<file path="src/rtl/adc_pkt_pkg.sv">
// Shared definitions for the ADC frame packer: sync byte, header length,
// FSM state encoding and the header byte lookup.
package adc_pkt_pkg;

    localparam logic [7:0] SYNC_BYTE = 8'hA5;
    localparam int         HDR_LEN   = 4;

    typedef enum logic [2:0] {
        IDLE,
        HDR,
        FETCH,
        LOAD,
        HI,
        LO,
        CSUM
    } state_t;

    // Header byte i: sync, channel, seq high, seq low.
    function automatic logic [7:0] hdr_byte(
        input logic [1:0]  idx,
        input logic [1:0]  ch,
        input logic [15:0] seq
    );
        logic [7:0] b;
        case (idx)
            2'd0:    b = SYNC_BYTE;
            2'd1:    b = {6'b0, ch};
            2'd2:    b = seq[15:8];
            default: b = seq[7:0];
        endcase
        return b;
    endfunction

endpackage

</file>
<file path="src/rtl/adc_pkt_xor.sv">
// 8-bit XOR accumulator used for the optional frame checksum.
// Ports: i_clock, i_reset (async high), i_clr, i_en, i_data -> o_acc.
module adc_pkt_xor
    import adc_pkt_pkg::*;
(
    input  logic       i_clock,
    input  logic       i_reset,
    input  logic       i_clr,
    input  logic       i_en,
    input  logic [7:0] i_data,
    output logic [7:0] o_acc
);

    logic [7:0] r_acc;

    always_ff @(posedge i_clock or posedge i_reset) begin
        if (i_reset) begin
            r_acc <= 8'h00;
        end else if (i_clr) begin
            r_acc <= 8'h00;
        end else if (i_en) begin
            r_acc <= r_acc ^ i_data;
        end
    end

    assign o_acc = r_acc;

endmodule

</file>
<file path="src/rtl/adc_frame_packer.sv">
// Packs 16-bit ADC samples from the sample FIFO into framed byte stream:
// 4-byte header (A5, channel, seq hi, seq lo) then samples MSB first.
// Ports: clock, reset (async high), enable, channel, fifo_empty/fifo_dout
// in, fifo_rd out; tx_data/tx_valid/tx_sof/tx_eof out, tx_ready in; busy.
// Build option PACKER_CHECKSUM_EN appends an XOR checksum byte per frame.
module adc_frame_packer
    import adc_pkt_pkg::*;
#(
    parameter int SAMPLES_PER_FRAME = 64,
    parameter int SEQ_BITS          = 16
) (
    input  logic        clock,
    input  logic        reset,
    input  logic        enable,
    input  logic [1:0]  channel,
    input  logic        fifo_empty,
    input  logic [15:0] fifo_dout,
    output logic        fifo_rd,
    output logic [7:0]  tx_data,
    output logic        tx_valid,
    input  logic        tx_ready,
    output logic        tx_sof,
    output logic        tx_eof,
    output logic        busy
);

    state_t              r_state;
    logic [1:0]          r_idx;
    logic [7:0]          r_cnt;
    logic [SEQ_BITS-1:0] r_seq;
    logic [1:0]          r_ch;
    logic [15:0]         r_sample;

    logic                w_xfer;
    logic                w_last;
    logic [15:0]         w_seq16;

    assign w_xfer  = tx_valid && tx_ready;
    assign w_last  = (r_cnt == 8'(SAMPLES_PER_FRAME - 1));
    assign w_seq16 = 16'(r_seq);
    assign busy    = (r_state != IDLE);

`ifdef PACKER_CHECKSUM_EN
    logic [7:0] w_csum;
    logic       w_acc_clr;
    logic       w_acc_en;

    // Accumulator restarts while idle and folds in every byte but its own.
    assign w_acc_clr = (r_state == IDLE);
    assign w_acc_en  = w_xfer && (r_state != CSUM);

    adc_pkt_xor u_xor (
        .i_clock (clock),
        .i_reset (reset),
        .i_clr   (w_acc_clr),
        .i_en    (w_acc_en),
        .i_data  (tx_data),
        .o_acc   (w_csum)
    );
`endif

    // Outputs decode straight from registered state so reset clears them
    // asynchronously and they cannot change during a stall.
    always_comb begin
        tx_valid = 1'b0;
        tx_data  = 8'h00;
        tx_sof   = 1'b0;
        tx_eof   = 1'b0;
        fifo_rd  = 1'b0;
        case (r_state)
            HDR: begin
                tx_valid = 1'b1;
                tx_data  = hdr_byte(r_idx, r_ch, w_seq16);
                tx_sof   = (r_idx == 2'd0);
            end
            FETCH: begin
                fifo_rd = !fifo_empty;
            end
            HI: begin
                tx_valid = 1'b1;
                tx_data  = r_sample[15:8];
            end
            LO: begin
                tx_valid = 1'b1;
                tx_data  = r_sample[7:0];
`ifndef PACKER_CHECKSUM_EN
                tx_eof   = w_last;
`endif
            end
`ifdef PACKER_CHECKSUM_EN
            CSUM: begin
                tx_valid = 1'b1;
                tx_data  = w_csum;
                tx_eof   = 1'b1;
            end
`endif
            default: ;
        endcase
    end

    always_ff @(posedge clock or posedge reset) begin
        if (reset) begin
            r_state  <= IDLE;
            r_idx    <= 2'd0;
            r_cnt    <= 8'd0;
            r_seq    <= '0;
            r_ch     <= 2'd0;
            r_sample <= 16'h0000;
        end else begin
            case (r_state)
                IDLE: begin
                    if (enable && !fifo_empty) begin
                        r_ch    <= channel;
                        r_idx   <= 2'd0;
                        r_cnt   <= 8'd0;
                        r_state <= HDR;
                    end
                end
                HDR: begin
                    if (w_xfer) begin
                        if (r_idx == 2'(HDR_LEN - 1)) begin
                            r_state <= FETCH;
                        end else begin
                            r_idx <= r_idx + 2'd1;
                        end
                    end
                end
                FETCH: begin
                    if (!fifo_empty) begin
                        r_state <= LOAD;
                    end
                end
                LOAD: begin
                    r_sample <= fifo_dout;
                    r_state  <= HI;
                end
                HI: begin
                    if (w_xfer) begin
                        r_state <= LO;
                    end
                end
                LO: begin
                    if (w_xfer) begin
                        if (w_last) begin
`ifdef PACKER_CHECKSUM_EN
                            r_state <= CSUM;
`else
                            r_seq   <= r_seq + 1'b1;
                            r_state <= IDLE;
`endif
                        end else begin
                            r_cnt   <= r_cnt + 8'd1;
                            r_state <= FETCH;
                        end
                    end
                end
`ifdef PACKER_CHECKSUM_EN
                CSUM: begin
                    if (w_xfer) begin
                        r_seq   <= r_seq + 1'b1;
                        r_state <= IDLE;
                    end
                end
`endif
                default: r_state <= IDLE;
            endcase
        end
    end

endmodule

</file>
<file path="config.mk">
export PLATFORM = sky130hd
export DESIGN_NAME = adc_frame_packer
export DESIGN_NICKNAME = d
export VERILOG_FILES = /design/src/rtl/adc_pkt_pkg.sv /design/src/rtl/adc_pkt_xor.sv /design/src/rtl/adc_frame_packer.sv
export SDC_FILE = /design/constraint.sdc
export NUM_CORES = 1
export LEC_CHECK = 0
export ABC_AREA = 1
export CAP_MARGIN = 15
export CORE_MARGIN = 5
export CORE_UTILIZATION = 40
export CTS_CLUSTER_SIZE = 16
export DETAILED_ROUTE_END_ITERATION = 10
export PLACE_DENSITY_LB_ADDON = 0.2
export SLEW_MARGIN = 10
export SYNTH_ARGS = -nofsm -noshare
export SYNTH_HDL_FRONTEND = slang
export SYNTH_HIERARCHICAL = 1
export SYNTH_SLANG_ARGS = --single-unit
export TNS_END_PERCENT = 1
</file>
<file path="constraint.sdc">
create_clock -name clock -period 3.2 [get_ports clock]
set_clock_uncertainty 0.15 [all_clocks]
set_input_delay 0.32 -clock clock [delete_from_list [all_inputs] [get_ports clock]]
set_output_delay 0.32 -clock clock [all_outputs]
set_load 0.02 [all_outputs]
</file>
==> results.yml <==
worst_setup_path:
  worstPathMaxFanout: 8
  crit_slowest_cell: "clkdlybuf4s50_1"
  crit_path_start_kind: "register"
  critPathMaxStageDelay_ns: 0.65
  crit_chain: "nand3_1 > nor2_2 > nand2_1 > o2111ai_1 > clkdlybuf4s50_1"
  r2r_cells: 4
  r2r_end: "r_sample[4]"
  crit_type: "register to primary output"
  rrSetupSlack_ns: 1.11
  cp-end-kind: "primary output"
  r2r_start: "r_state[0]"
  critPathBufInv: 1
  arrival_ns: 2.42
  critPathRequiredTime_ns: 2.73
  critPathTopFamily: "simple AND/OR/NAND/NOR gates"
floorplanning:
  die_y_um: 95.0
  ioPinCount: 36
  fp.coreArea_um2: 7140
  die_x_um: 95.0
  die-area_um2: 9030
  rows: 31
  start_util_pct: 40.5
place:
  place_hpwl_mm: 5.05
  portBuffers: 35
  routabilityCongestion: 0.859
power_and_ir_drop:
  internal_power_w: 0.00134
  p_leak_nw: 1.65
  power.total_w: 0.00225
  powerDensity_nw_per_um2: 657
  ir_worst_vdd_mv: 0.384
  seqPwrFrac_pct: 36.9
  p_comb_share_pct: 42.7
  clkPwrFrac_pct: 20.4
  switchingPower_w: 0.000904
  swShare_pct: 40.2
cts:
  hold_buffers: 0
  numCtsBuffers: 5
  cts_sinks: 47
  htreeDepth: 2
  tritoncts: "built"
  worstSkewPairLatency_ns: 0.31
  cts_root_buf: "clkbuf_8"
  postCtsResizedCells: 0
  clock_path_buffers: 2
  cts_setup_buffers: 0
  clk_pin_slew_ns: 0.10
timing:
  relSlewSlack_pct: 47.2
  fmax_ghz: 0.346
  period_share_pct: 90.4
  worstMarginPinSlew_ns: 0.789
  tns_ns: 0
  slew_violations: 0
  final_hold_viol_count: 0
  rsz0062_at_grt: "no"
  min_period_ns: 2.89
  setup_violations: 0
  timing.hold.ws_ns: 0.329
drt:
  vias: 2630
  wl_per_cell_um: 12.6
  via_per_inst: 4.87
  drt_iter0_markers: 103
  wl_mm: 6.81
  first_pass_iters: 6
  ant_nets: 0
  drt_drc_violations_left: 0
synth:
  syn_avg_cell_area_um2: 7.14
  synth_edf_count: 0
  syn_area_um2: 2890
  ys_ff_latch: 47
  yosysWarnings: 6
  synth_common_cells: "137 x nand2_1, 47 x dfrtp_1, 46 x inv_1"
  ys_seq_area_share_pct: 40.7
  syn_nets: 434
  synth-main-ff-cell: "dfrtp_1"
  yosysMostFrequentCell: "nand2_1"
  synth.area.top_cells: "dfrtp_1 41%, nand2_1 18%, inv_1 6.0%"
  synth.largest_area_cell: "dfrtp_1"
  synth_async_sr_flop_share_pct: 100
  synthCells: 405
  post-synth-top-area-fraction_pct: 40.7
  ys_types: 29
global_route:
  grt_pass1_wl_mm: 12.0
  grt_pass1_vias: 2589
  overflow: 0
  grt_usage_pct: 16.8
  antenna_found_initial: 0
  grt_start_max_net_pins: 48
cells_and_area:
  antennaDiodeCount: 0
  fin_nets: 469
  n_fill_cell: 769
  drive_gt1_share_pct: 8.39
  area_delta_synth_final_pct: 18.4
  fin_util_pct: 48.0
run:
  maxCapViolCount: 0
worst_hold_path:
  hp-class: "input pin to async pin"
outcome:
  status: "finished, final reports clean"
## metal layers
| layer | global-route usage (%) | wire [µm] | share of wire [%] |
|---|---|---|---|
| met5 | 0 | 0 | 0 |
| met4 | 4.81 | 85 | 1.2 |
| met3 | 3.47 | 291 | 4.3 |
| met2 | 27.4 | 3200 | 47 |
| met1 | 22.6 | 3230 | 47 |
## tightest hold or removal path, stage by stage
cell and delay (ns):
clkdlybuf4s50_1 0.41, inv_2 0.05, buf_4 0.50
## metrics by stage
| stage | std cells | worst slack (ns) | area [µm²] |
|---|---|---|---|
| 5_1_grt | 540 | 0.0707 | 3420 |
| 3_5_place_dp | 532 | 0.498 | 3310 |
| 2_1_floorplan | 405 | 1.42 | 2890 |
| 6_report | 540 | 0.306 | 3420 |
| 3_3_place_gp | 532 | 0.564 | 3310 |
| 4_1_cts | 540 | 0.142 | 3420 |
## state kept, by name (all words and copies together) (netlist names)
signal and flops:
r_sample 16, r_state 3, r_idx 2, r_seq 16, r_ch 2, r_cnt 8
## layout by cell type, fill, tap and decap left out, types with 2 or more instances in the layout
cell	netlist	layout
nand2_1	137	137
dfrtp_1	47	47
inv_1	46	45
nor2_1	44	43
clkdlybuf4s50_1	0	35
nand3_1	24	24
a21oi_1	22	22
o21ai_0	16	16
nand2_2	8	8
nand4_1	8	8
inv_2	5	6
o22ai_1	6	6
ha_1	6	6
clkbuf_8	0	5
xor2_1	4	4
nor2_4	3	3
mux2_2	3	3
xnor2_1	3	3
nor2_2	2	3
nor3_1	2	2
o21ai_2	2	2
o21bai_1	2	2
buf_4	0	2
## cell families (layout without fill, tap and decap cells)
kind of cell / Yosys count / in the layout / synth area share [%]
AO/OA/AOI/OAI: 51 / 51 / 9.74
multiplexers: 3 / 3 / 1.17
flip-flops: 47 / 47 / 40.7
XOR/XNOR: 7 / 7 / 2.12
adder cells (fa/ha/maj): 6 / 6 / 2.60
AND/OR/NAND/NOR: 231 / 231 / 34.5
buffers and inverters: 60 / 96 / 9.22
## area by class of cell
class	count	area, µm²	share of cell area, %
flip-flops and latches	47	1180	34.4
multi-input cells	298	1450	42.4
inverters	51	191	5.59
repair buffers	37	365	10.7
clock buffers	5	68.8	2.01
well taps	99	124	3.62
clock inverters	3	46.3	1.35
## power groups by stage
stage	logic (W)	clock network, W	registers (W)
after global routing	0.00108	0.000501	0.000851
final	0.000960	0.000458	0.000830
after CTS	0.000973	0.000477	0.000830
after floorplan	0.000702	0	0.000789
after detailed placement	0.000964	0	0.000843
after global placement	0.000960	0	0.000837
## worst max-delay path by stage
| stage | start | endpoint | slack, ns | cells after the start |
|---|---|---|---|---|
| after floorplan | r_state[1] | tx_data[7] | 1.42 | 6 |
| after detailed placement | r_state[1] | tx_data[7] | 0.50 | 6 |
| after global routing | r_state[0] | tx_data[2] | 0.07 | 7 |
| after CTS | r_state[0] | tx_data[7] | 0.14 | 5 |
| after global placement | r_state[1] | tx_data[7] | 0.56 | 6 |
| final | r_state[0] | tx_data[7] | 0.31 | 5 |
Note: power is estimated with default switching activity, not from simulation.
